==> src/rtl/wb_uart_pkg.sv <==
// Shared definitions for the Wishbone UART transmitter: register indices,
// STATUS bit positions and the transmitter state encoding.
// Optional feature: define WB_UART_PARITY_EN to append an even-parity bit.
package wb_uart_pkg;

    // Register indices on the 2-bit Wishbone address
    localparam logic [1:0] REG_TXDATA = 2'd0;
    localparam logic [1:0] REG_STATUS = 2'd1;

    // STATUS register bit positions
    localparam int STATUS_BUSY_BIT   = 0;
    localparam int STATUS_PARITY_BIT = 1;

`ifdef WB_UART_PARITY_EN
    localparam logic PARITY_EN = 1'b1;
`else
    localparam logic PARITY_EN = 1'b0;
`endif

    typedef enum logic [2:0] {
        TX_IDLE,
        TX_START,
        TX_DATA,
        TX_PARITY,
        TX_STOP
    } tx_state_t;

endpackage

==> src/rtl/uart_tx_core.sv <==
// Serialiser for one UART frame: start bit, 8 data bits LSB first,
// optional even parity (WB_UART_PARITY_EN), stop bit.
// Every bit is held CLKS_PER_BIT cycles using a reloading down-counter.
// A new frame may be loaded during the final cycle of a stop bit, so
// back-to-back frames leave no idle gap on the line.
module uart_tx_core
    import wb_uart_pkg::*;
#(
    parameter int CLKS_PER_BIT = 434
) (
    input  logic       clk,
    input  logic       reset,
    input  logic       start,
    input  logic [7:0] data,
    output logic       busy,
    output logic       ready,
    output logic       tx
);

    localparam logic [15:0] BIT_LAST = 16'(CLKS_PER_BIT - 1);

    tx_state_t   state_q, state_d;
    logic [15:0] cnt_q, cnt_d;
    logic [2:0]  idx_q, idx_d;
    logic [7:0]  shift_q, shift_d;
    logic        tx_q, tx_d;
    logic        busy_q, busy_d;
`ifdef WB_UART_PARITY_EN
    logic        parity_q, parity_d;
`endif

    logic bit_done;

    assign bit_done = (cnt_q == 16'd0);
    // A frame can be loaded when idle or as the last stop-bit cycle ends.
    assign ready    = (state_q == TX_IDLE) || ((state_q == TX_STOP) && bit_done);
    assign busy     = busy_q;
    assign tx       = tx_q;

    // State and datapath registers; reset forces the line idle and aborts any frame
    always_ff @(posedge clk) begin
        if (reset) begin
            state_q  <= TX_IDLE;
            cnt_q    <= 16'd0;
            idx_q    <= 3'd0;
            shift_q  <= 8'h00;
            tx_q     <= 1'b1;
            busy_q   <= 1'b0;
`ifdef WB_UART_PARITY_EN
            parity_q <= 1'b0;
`endif
        end else begin
            // NOTE: non-blocking assignments here so every register samples
            // the pre-edge values computed by the combinational block.
            state_q  <= state_d;
            cnt_q    <= cnt_d;
            idx_q    <= idx_d;
            shift_q  <= shift_d;
            tx_q     <= tx_d;
            busy_q   <= busy_d;
`ifdef WB_UART_PARITY_EN
            parity_q <= parity_d;
`endif
        end
    end

    // Next-state logic: count down within a bit, advance to the next bit at zero
    always_comb begin
        // NOTE: every output of this block is given a default first, so no
        // path leaves a variable unassigned and no latch is inferred.
        state_d  = state_q;
        cnt_d    = cnt_q;
        idx_d    = idx_q;
        shift_d  = shift_q;
        tx_d     = tx_q;
        busy_d   = busy_q;
`ifdef WB_UART_PARITY_EN
        parity_d = parity_q;
`endif

        if ((state_q != TX_IDLE) && !bit_done) begin
            cnt_d = cnt_q - 16'd1;
        end else begin
            case (state_q)
                TX_IDLE: ;
                TX_START: begin
                    state_d = TX_DATA;
                    idx_d   = 3'd0;
                    tx_d    = shift_q[0];
                    cnt_d   = BIT_LAST;
                end
                TX_DATA: begin
                    cnt_d = BIT_LAST;
                    if (idx_q == 3'd7) begin
`ifdef WB_UART_PARITY_EN
                        state_d = TX_PARITY;
                        tx_d    = parity_q;
`else
                        state_d = TX_STOP;
                        tx_d    = 1'b1;
`endif
                    end else begin
                        idx_d   = idx_q + 3'd1;
                        shift_d = {1'b0, shift_q[7:1]};
                        tx_d    = shift_q[1];
                    end
                end
                TX_PARITY: begin
                    state_d = TX_STOP;
                    tx_d    = 1'b1;
                    cnt_d   = BIT_LAST;
                end
                TX_STOP: begin
                    state_d = TX_IDLE;
                    busy_d  = 1'b0;
                    tx_d    = 1'b1;
                end
                default: begin
                    state_d = TX_IDLE;
                    busy_d  = 1'b0;
                    tx_d    = 1'b1;
                end
            endcase
        end

        // Loading a frame overrides the normal progression.
        if (start && ready) begin
            state_d  = TX_START;
            cnt_d    = BIT_LAST;
            idx_d    = 3'd0;
            shift_d  = data;
            tx_d     = 1'b0;
            busy_d   = 1'b1;
`ifdef WB_UART_PARITY_EN
            parity_d = ^data;
`endif
        end
    end

endmodule

==> src/rtl/wb_uart.sv <==
// Wishbone (pipelined) front end for a transmit-only UART: register decode,
// stall/ack generation and readback. Serialisation lives in uart_tx_core.
// Optional feature: define WB_UART_PARITY_EN for an even-parity bit; STATUS
// bit1 then reads 1.
module wb_uart
    import wb_uart_pkg::*;
#(
    parameter int CLKS_PER_BIT = 434
) (
    input  logic       clk,
    input  logic       reset,
    input  logic       i_wb_cyc,
    input  logic       i_wb_stb,
    input  logic       i_wb_we,
    input  logic [1:0] i_wb_addr,
    input  logic [7:0] i_wb_data,
    output logic       o_wb_ack,
    output logic       o_wb_stall,
    output logic [7:0] o_wb_data,
    output logic       o_uart_tx
);

    logic       wb_req;
    logic       wb_accept;
    logic       tx_start;
    logic       tx_busy;
    logic       tx_ready;
    logic [7:0] txdata_q;
    logic [7:0] read_word;

    assign wb_req     = i_wb_cyc & i_wb_stb;
    // Only a TXDATA write can stall, and only while a frame cannot be loaded.
    assign o_wb_stall = wb_req & i_wb_we & (i_wb_addr == REG_TXDATA) & ~tx_ready;
    assign wb_accept  = wb_req & ~o_wb_stall;
    assign tx_start   = wb_accept & i_wb_we & (i_wb_addr == REG_TXDATA);

    uart_tx_core #(
        .CLKS_PER_BIT(CLKS_PER_BIT)
    ) u_tx_core (
        .clk  (clk),
        .reset(reset),
        .start(tx_start),
        .data (i_wb_data),
        .busy (tx_busy),
        .ready(tx_ready),
        .tx   (o_uart_tx)
    );

    // Readback mux for the addressed register
    always_comb begin
        read_word = 8'h00;
        case (i_wb_addr)
            REG_TXDATA: read_word = txdata_q;
            REG_STATUS: begin
                read_word[STATUS_BUSY_BIT]   = tx_busy;
                read_word[STATUS_PARITY_BIT] = PARITY_EN;
            end
            default: ;
        endcase
    end

    // Ack, read data and the TXDATA shadow register
    always_ff @(posedge clk) begin
        if (reset) begin
            o_wb_ack  <= 1'b0;
            o_wb_data <= 8'h00;
            txdata_q  <= 8'h00;
        end else begin
            o_wb_ack  <= wb_accept;
            o_wb_data <= (wb_accept && !i_wb_we) ? read_word : 8'h00;
            if (tx_start) begin
                txdata_q <= i_wb_data;
            end
        end
    end

endmodule

==> config.mk <==
export PLATFORM = sky130hd
export DESIGN_NAME = wb_uart
export DESIGN_NICKNAME = d
export VERILOG_FILES = /design/src/rtl/wb_uart_pkg.sv /design/src/rtl/uart_tx_core.sv /design/src/rtl/wb_uart.sv
export SDC_FILE = /design/constraint.sdc
export NUM_CORES = 1
export LEC_CHECK = 0
export BUFFER_PORTS_ARGS = -buffer_cell sky130_fd_sc_hd__buf_4
export CELL_PAD_IN_SITES_DETAIL_PLACEMENT = 0
export CELL_PAD_IN_SITES_GLOBAL_PLACEMENT = 2
export CORE_MARGIN = 2
export CORE_UTILIZATION = 31
export DETAILED_ROUTE_END_ITERATION = 10
export PLACE_DENSITY = 0.78
export SYNTH_ARGS = -nofsm -noshare
export SYNTH_HDL_FRONTEND = slang
export SYNTH_SLANG_ARGS = --single-unit
==> constraint.sdc <==
create_clock -name clk -period 2.2 [get_ports clk]
set_clock_uncertainty 0.2 [all_clocks]
set_input_delay 0.44 -clock clk [delete_from_list [all_inputs] [get_ports clk]]
set_output_delay 0.44 -clock clk [all_outputs]
set_load 0.005 [all_outputs]
==> impl_metrics.toml, run 1 <==
[run_status]
status = "finished, violations left"
violations = "setup timing"

[clocking]
htreeDepth = 2
clk_pin_slew_worst_paths_ps = 110
clk_path_buf_depth = 2
clk_latency_ps = 320
clkSinkCount = 49
numCtsBuffers = 5
cts_hold_buf = 0
cts_root_buf = "clkbuf_8"
cts_tree = "done"

[floorplan]
io_pins = 26
die_h_um = 87.4
die-area_um2 = 7650
start_util_pct = 31.9
fp.dieW_um = 87.4
core_area_um2 = 6760
rows = 30

[global_route]
grtUsageTotal_pct = 15.1
grt_pass1_wl_mm = 9.14
grt_max_degree = 25
grt_pass1_vias = 1942
grt_overflow = 0
antenna_found_initial = 0

[place]
dp_cells = 379
dp_hpwl_mm = 3.73
pre_cts_ws_ps = -180
routabilityCongestion = 0.807
place_area_um2 = 2700
port_buffers = 25

[final_layout]
synthToLayoutAreaGrowth_pct = 46.5
post-route-util_pct = 46.8
num_antenna_cells = 0
drive_gt1_share_pct = 39.6
fin_area_um2 = 3160
fin_cells = 401
finalNetCount = 338

[logic_synthesis]
post-synth-top-area-cell = "dfxtp_1"
synth_simple_gate_area_share_pct = 25.7
yosys_warnings = 0
synth_ff_type = "dfxtp_1"
netlist_instances = 251
synth_area_per_cell_um2 = 8.60
syn_area_um2 = 2160
synth_area_leaders = "dfxtp_1 (45%), a21oi_1 (7.4%), mux2i_1 (4.6%)"
seq_area_frac_synth_pct = 45.4
synth_xor_area_share_pct = 0
ys_ff_latch = 49
yosysUniqueCellTypes = 41
synth_edf_count = 0
synth.mux.area_fraction_pct = 5.16
synth_fa_ha_area_share_pct = 1.74
synth_top_family_by_area = "simple AND/OR/NAND/NOR gates"
syn_nets = 269
synth_compound_area_share_pct = 18.5
ys_async_sr_fraction_pct = 0
synth_top_area_share_pct = 45.4

[worst_hold_path]
worstHoldPathType = "in2reg"
whs_path_depth = 2

[setup_path]
cpPeakStageDelay_ps = 340
critical_path.max_fanout = 2
cp_common_cell = "buf_6"
path_cells = "buf_6, inv_4, ha_4, nor3b_4, nand4_1, buf_6, nand2_4, a21oi_4, buf_6"
worstSetupEndpointType = "output port"
critPathTopFamily = "buffers and inverters"
worstPathArrival_ps = 1710
slowest_stage = "dfxtp_2"
r2r_cells = 5
cp.required_ps = 1560
cp_num_cells = 9
setup.worst_path.class = "reg2out"
critPathLaunchType = "flip-flop"
critPathBufInv = 4

[pwr]
p_total_mw = 2.18
leakagePower_nw = 1.28
ir_drop_v = 0.000258
p_per_area_nw_per_um2 = 689

[timing]
hold_viol = 0
tightest_slew_ps = 881
rsz0062_at_grt = "yes"
min_period_over_period_pct = 107
relSlewSlack_pct = 40.8
fmax_mhz = 426
final_max_slew_viol_count = 0
finalCriticalPeriod_ps = 2350
setup_viol = 3
fin_ws_ps = -147

[drt]
drt-wirelength-per-cell_um = 14.1
drc = 0
antenna_left = 0
drt_iter0_markers = 95
vias_per_cell = 5.19
met2_length_mm = 2.63
vias = 2082
wl_met3_um = 160
wl_mm = 5.66
top_layer = "met4"
wl_met1_mm = 2.72
dr.pass1.iters = 4

[job]
maxCapViolCount = 0
## final timing paths
check                          start                   to  slack [ps]
setup / recovery  u_tx_core.cnt_q[0]           o_wb_stall        -150
setup reg to reg  u_tx_core.cnt_q[0]  u_tx_core.cnt_q[13]         -90
hold / removal                 reset          txdata_q[6]         160
hold reg to reg          txdata_q[6]          txdata_q[6]         250
## metrics by stage
step                TNS (ps)  hold WS [ps]
floorplan                  0           230
global placement        -860           239
detailed placement     -1350           242
CTS                     -172           152
global route           -2640           160
finish                  -236           163
## area by class of cell
class	count	area, um2
Clock buffer	5	68.8
Timing Repair Buffer	76	657
Multi-Input combinational cell	183	1300
Clock inverter	3	28.8
Sequential cell	49	983
Inverter	5	23.8
Fill cell	635	3590
Tap cell	80	100
## Yosys cell counts (2+ instances only)
cell       number
dfxtp_1        49
a21oi_1        32
nor2_1         26
nand2_1        24
clkbuf_1       11
a211oi_1       10
mux2i_1        10
and2_1          7
nand3_1         7
nor3_1          7
a311oi_1        5
inv_1           5
nor4_1          5
nand4_1         4
o21ai_0         4
or4_1           4
buf_2           3
ha_1            3
nand2b_1        3
nor2b_1         3
nor3b_1         3
or3_1           3
or4_4           3
a221oi_1        2
a2bb2oi_1       2
## power by group
group          switching (mW)  leakage (nW)  internal [mW]
Combinational           0.326         0.831          0.325
Sequential             0.0200         0.397          0.913
Clock                   0.357        0.0506          0.239
## cells by family (layout without fill, tap and decap cells)
group	Yosys count	count (layout)
simple gates	105	105
compound gates	64	64
flops	49	49
buf+inv	19	89
mux	11	11
fa+ha+maj	3	3
## registers in the layout, indices dropped and copies added, names as in the netlist
signal             flops
u_tx_core.busy         1
u_tx_core.state_q      3
u_tx_core.cnt_q       16
u_tx_core.idx_q        3
u_tx_core.tx           1
o_wb_ack               1
o_wb_data              8
txdata_q               8
u_tx_core.shift_q      8
## metal layers
metal	up-vias	global-route usage, %
met5	-	0
met4	0	6.85
met3	12	2.84
met2	31	23.1
met1	981	20.5
li1	1058	-
## repair_timing
| action | CTS | global route |
|---|---|---|
| hold endpoints to repair | 0 | 0 |
| buffers inserted | 7 | 5 |
| gates resized for setup | 25 | 31 |
| cloned | 0 | 2 |
| setup endpoints to repair | 14 | 37 |
| pin swaps | 4 | 10 |
## placed cells by master (no fill, tap or decap), drive strengths merged, types with 2 or more instances in the layout
master / Yosys / final
nor4: 6 / 6
or4: 7 / 7
nand3: 8 / 8
a221oi: 2 / 2
nor2: 26 / 26
a2bb2oi: 2 / 2
and2: 8 / 8
nand2b: 3 / 3
ha: 3 / 3
a311oi: 5 / 5
nor3b: 3 / 3
inv: 5 / 7
buf: 3 / 74
dfxtp: 49 / 49
mux2i: 10 / 10
a211oi: 10 / 10
o21ai: 5 / 5
nand4: 4 / 4
nor2b: 3 / 3
nor3: 7 / 7
a21oi: 32 / 32
or3: 4 / 4
clkbuf: 11 / 7
nand2: 24 / 24
## worst register-to-register path, delay by kind of cell (launching register included)
| family | cells | cell delay, ps |
|---|---|---|
| and+or+nand+nor | 3 | 1420 |
| buffers and inverters | 1 | 130 |
| DFF | 1 | 340 |
| AOI/OAI and AO/OA | 1 | 150 |
Note: power is estimated with default switching activity, not from simulation.
==> inputs of run 2 (changes only) <==
CTS_CLUSTER_DIAMETER = 150   (was not set)
clock period = 1.9 ns   (was 2.2 ns; I/O delays follow)
==> impl_metrics.toml, run 2 (synthesis results as in run 1) <==
[run_status]
status = "finished, violations left"
violations = "setup timing"

[timing]
setup_viol = 41
final_max_slew_viol_count = 0
min_period_over_period_pct = 116
relSlewSlack_pct = 69.3
hold_viol = 0
rsz0062_at_grt = "yes"
finalCriticalPeriod_ps = 2200
tightest_slew_ps = 459
fin_ws_ps = -304
fmax_mhz = 454

[setup_path]
setup.worst_path.class = "reg2out"
r2r_cells = 6
reg2reg_to = "u_tx_core.cnt_q[15]"
cp.required_ps = 1320
worstPathArrival_ps = 1620
critPathLaunch = "u_tx_core.cnt_q[1]"
worstSetupEndpointType = "output port"
rr_startpoint = "u_tx_core.cnt_q[0]"
cp-endpoint = "o_wb_stall"
critPathLaunchType = "flip-flop"
critical_path.max_fanout = 3
rrSetupSlack_ps = -290

[place]
routabilityCongestion = 0.818
port_buffers = 25
place_area_um2 = 2890
dp_hpwl_mm = 4.13
dp_cells = 395

[final_layout]
num_antenna_cells = 0
synthToLayoutAreaGrowth_pct = 74.0
finalNetCount = 369
layout_commonest_cell = "buf_4"
fin_area_um2 = 3760
final_cell_mix = "buf_4 (87), dfxtp_1 (44), nor2_1 (16), a21oi_2 (16), a21oi_1 (14)"
fin_cells = 432
drive_gt1_share_pct = 58.2
largest_reg_flops = 16
fill_cells = 600
top_register = "u_tx_core.cnt_q"

[global_route]
grt_pass1_wl_mm = 10.8
grt_overflow = 0
grtUsageTotal_pct = 18.1
antenna_found_initial = 0
busiest_layer = "met2"
grt_max_degree = 28
met2_usage_pct = 29.3
met1_usage_pct = 24.9
grt_pass1_vias = 2215
grt_use_met3_pct = 3.03

[clocking]
cts_hold_buf = 0
clk_path_buf_depth = 2
clk_latency_ps = 300
clk_pin_slew_worst_paths_ps = 90
clkSinkCount = 49
cts_tree = "done"
numCtsBuffers = 5
cts_root_buf = "clkbuf_8"
htreeDepth = 2

[drt]
drt_iter0_markers = 65
antenna_left = 0
vias_per_cell = 5.18
wl_mm = 6.77
drt-wirelength-per-cell_um = 15.7
vias = 2236
dr.pass1.iters = 4
drc = 0

[floorplan]
io_pins = 26
die_h_um = 87.4
rows = 30
core_area_um2 = 6760
fp.dieW_um = 87.4
start_util_pct = 31.9
die-area_um2 = 7650

[pwr]
p_total_mw = 2.87
leakagePower_nw = 1.52
p_per_area_nw_per_um2 = 764
ir_drop_v = 0.000362

[job]
maxCapViolCount = 0

[worst_hold_path]
min_from = "i_wb_data[3]"
worstHoldPathType = "in2reg"
-- run 2: per-stage QoR --
step / setup TNS, ps / worst slack (ps) / util, % / hold slack (ps)
after floorplan: -576 / -187 / - / 230
after global placement: -7880 / -313 / 42.7 / 244
after detailed placement: -5620 / -265 / 42.7 / 243
after CTS: -7320 / -302 / 51.8 / 125
after global routing: -11470 / -380 / 55.6 / 137
final: -8520 / -304 / 55.6 / 140
-- run 2: timing repair --
action / 4_1_cts / 5_1_grt
resized for setup: 63 / 46
cloned: 5 / 1
endpoints found under the setup margin: 42 / 42
pin swaps: 28 / 20
setup buffers: 20 / 3
-- run 2: how the worst min path moves through the flow --
stage,end,slack (ps),cells past startpoint
CTS,txdata_q[3],120,3
global placement,txdata_q[7],240,2
floorplan,o_wb_data[1],230,1
detailed placement,txdata_q[5],240,2
finish,txdata_q[3],140,3
global route,txdata_q[3],140,3
-- run 2: area by class of cell --
class                           count  area, um2  area share, %
Clock buffer                        7       86.3           2.30
Tap cell                           80        100           2.66
Clock inverter                      1       30.0          0.799
Timing Repair Buffer              104        912           24.3
Sequential cell                    49        987           26.3
Multi-Input combinational cell    186       1620           43.2
Inverter                            5       18.8          0.500
-- run 2: critical path: stages, from the launching register on --
cell and delay, ps:
dfxtp_2 350, inv_2 70, ha_4 130, nor3b_4 200
nand4_1 150, buf_6 170, nand2_4 70, a21oi_4 60
buf_6 130
-- run 2: routing by layer --
layer	share of wire, %	wire, um
met4	1.2	78
met5	0	0
met3	2.2	149
met2	50	3410
met1	46	3130
-- run 2: power breakdown --
group | switching, mW | leakage [nW] | internal [mW]
registers | 0.0311 | 0.398 | 1.06
clock network | 0.344 | 0.0585 | 0.430
logic | 0.471 | 1.06 | 0.536
==> inputs of run 3 (changes only) <==
CORE_UTILIZATION = 33   (was 31)
CTS_BUF_LIST = sky130_fd_sc_hd__clkbuf_2 sky130_fd_sc_hd__clkbuf_4 sky130_fd_sc_hd__clkbuf_8   (was not set)
PLACE_DENSITY = 0.82   (was 0.78)
==> impl_metrics.toml, run 3 (synthesis results as in run 1) <==
[setup_path]
critPathLaunchType = "flip-flop"
setup.worst_path.class = "reg2out"
cp.required_ps = 1320
worstPathArrival_ps = 1640
worstSetupEndpointType = "output port"
critical_path.max_fanout = 3

[global_route]
grt_overflow = 0
busiest_layer = "met2"
grt_max_degree = 28
grt_pass1_wl_mm = 10.2
antenna_found_initial = 0
grtUsageTotal_pct = 17.7
met2_usage_pct = 28.3
met1_usage_pct = 24.4
grt_pass1_vias = 2097
grt_use_met3_pct = 3.50

[final_layout]
ff_latch_area_um2 = 990
final_cell_mix = "buf_4 (75), dfxtp_1 (42), nand2_1 (20), a21oi_1 (20), nor2_1 (15)"
largest_reg_flops = 16
num_antenna_cells = 0
top_register = "u_tx_core.cnt_q"
drive_gt1_share_pct = 48.6
synthToLayoutAreaGrowth_pct = 57.3
finalNetCount = 348
multi_input_area_um2 = 1440
layout_commonest_cell = "buf_4"
fill_cells = 564

[drt]
vias = 2113
vias_per_cell = 5.18
antenna_left = 0
drt-wirelength-per-cell_um = 15.0
dr.pass1.iters = 4
drc = 0
drt_iter0_markers = 65
wl_mm = 6.13

[floorplan]
io_pins = 26
start_util_pct = 34.0
fp.dieW_um = 84.9
rows = 29
core_area_um2 = 6350
die_h_um = 84.9
die-area_um2 = 7200

[place]
dp_hpwl_mm = 4.22
pre_cts_ws_ps = -273
routabilityCongestion = 0.772
port_buffers = 25

[timing]
relSlewSlack_pct = 66.8
tightest_slew_ps = 494
fin_ws_ps = -316
hold_viol = 0
min_period_over_period_pct = 117
finalCriticalPeriod_ps = 2220
setup_viol = 41
final_max_slew_viol_count = 0
rsz0062_at_grt = "yes"
fmax_mhz = 451

[pwr]
leakagePower_nw = 1.37
p_total_mw = 2.62
ir_drop_v = 0.000538
p_per_area_nw_per_um2 = 772

[clocking]
htreeDepth = 2
cts_hold_buf = 0
clk_latency_ps = 300
cts_tree = "done"
clkSinkCount = 49
clk_pin_slew_worst_paths_ps = 90
clk_path_buf_depth = 2
cts_root_buf = "clkbuf_8"
numCtsBuffers = 5

[worst_hold_path]
worstHoldPathType = "in2reg"

[job]
maxCapViolCount = 0

[run_status]
status = "finished, violations left"
violations = "setup timing"
## run 3: routing by layer
layer	up-vias	routed length, um
li1	1088	-
met1	999	2950
met2	20	2970
met3	6	160
met4	0	54
met5	-	0
## run 3: final cells by class
| type | instances | share of cell area (%) |
|---|---|---|
| well taps | 77 | 2.84 |
| clock inverters | 2 | 1.11 |
| clock buffers | 6 | 2.43 |
| multi-input cells | 184 | 42.4 |
| repair buffers | 85 | 21.5 |
| flip-flops and latches | 49 | 29.2 |
| inverters | 5 | 0.553 |
## run 3: worst max-delay path: stages (launching register included)
cell	delay, ps
dfxtp_2	350
nor4_4	270
buf_4	150
nand4_1	130
buf_4	190
nand2_4	60
a21oi_4	70
buf_6	130
## run 3: stage by stage
step                setup TNS [ps]  cells  area [um2]  util (%)  hold WS [ps]
global route                -13190    408        3390      53.5           126
CTS                          -7620    407        3250      51.2           122
finish                       -8720    408        3390      53.5           144
floorplan                     -576    251        2280         -           230
detailed placement           -5660    389        2860      45.0           250
global placement             -5030    389        2860      45.0           242
## run 3: final timing paths
check,slack [ps],end,startpoint,cells after the start
worst max-delay path,-320,o_wb_stall,u_tx_core.cnt_q[11],7
worst min-delay path,140,u_tx_core.shift_q[7],i_wb_data[7],3
worst max register to register,-290,u_tx_core.cnt_q[2],u_tx_core.cnt_q[11],9
worst min register to register,260,txdata_q[1],txdata_q[1],2
## run 3: repair_timing
| action | CTS | global route |
|---|---|---|
| buffers inserted | 7 | 0 |
| setup endpoints to repair | 42 | 42 |
| pin swaps | 11 | 5 |
| gates resized for setup | 39 | 28 |
| gates cloned | 3 | 1 |
## run 3: power breakdown
part	switching (mW)	internal, mW
combinational	0.385	0.373
sequential	0.0281	1.06
clock	0.348	0.428
total	0.761	1.86
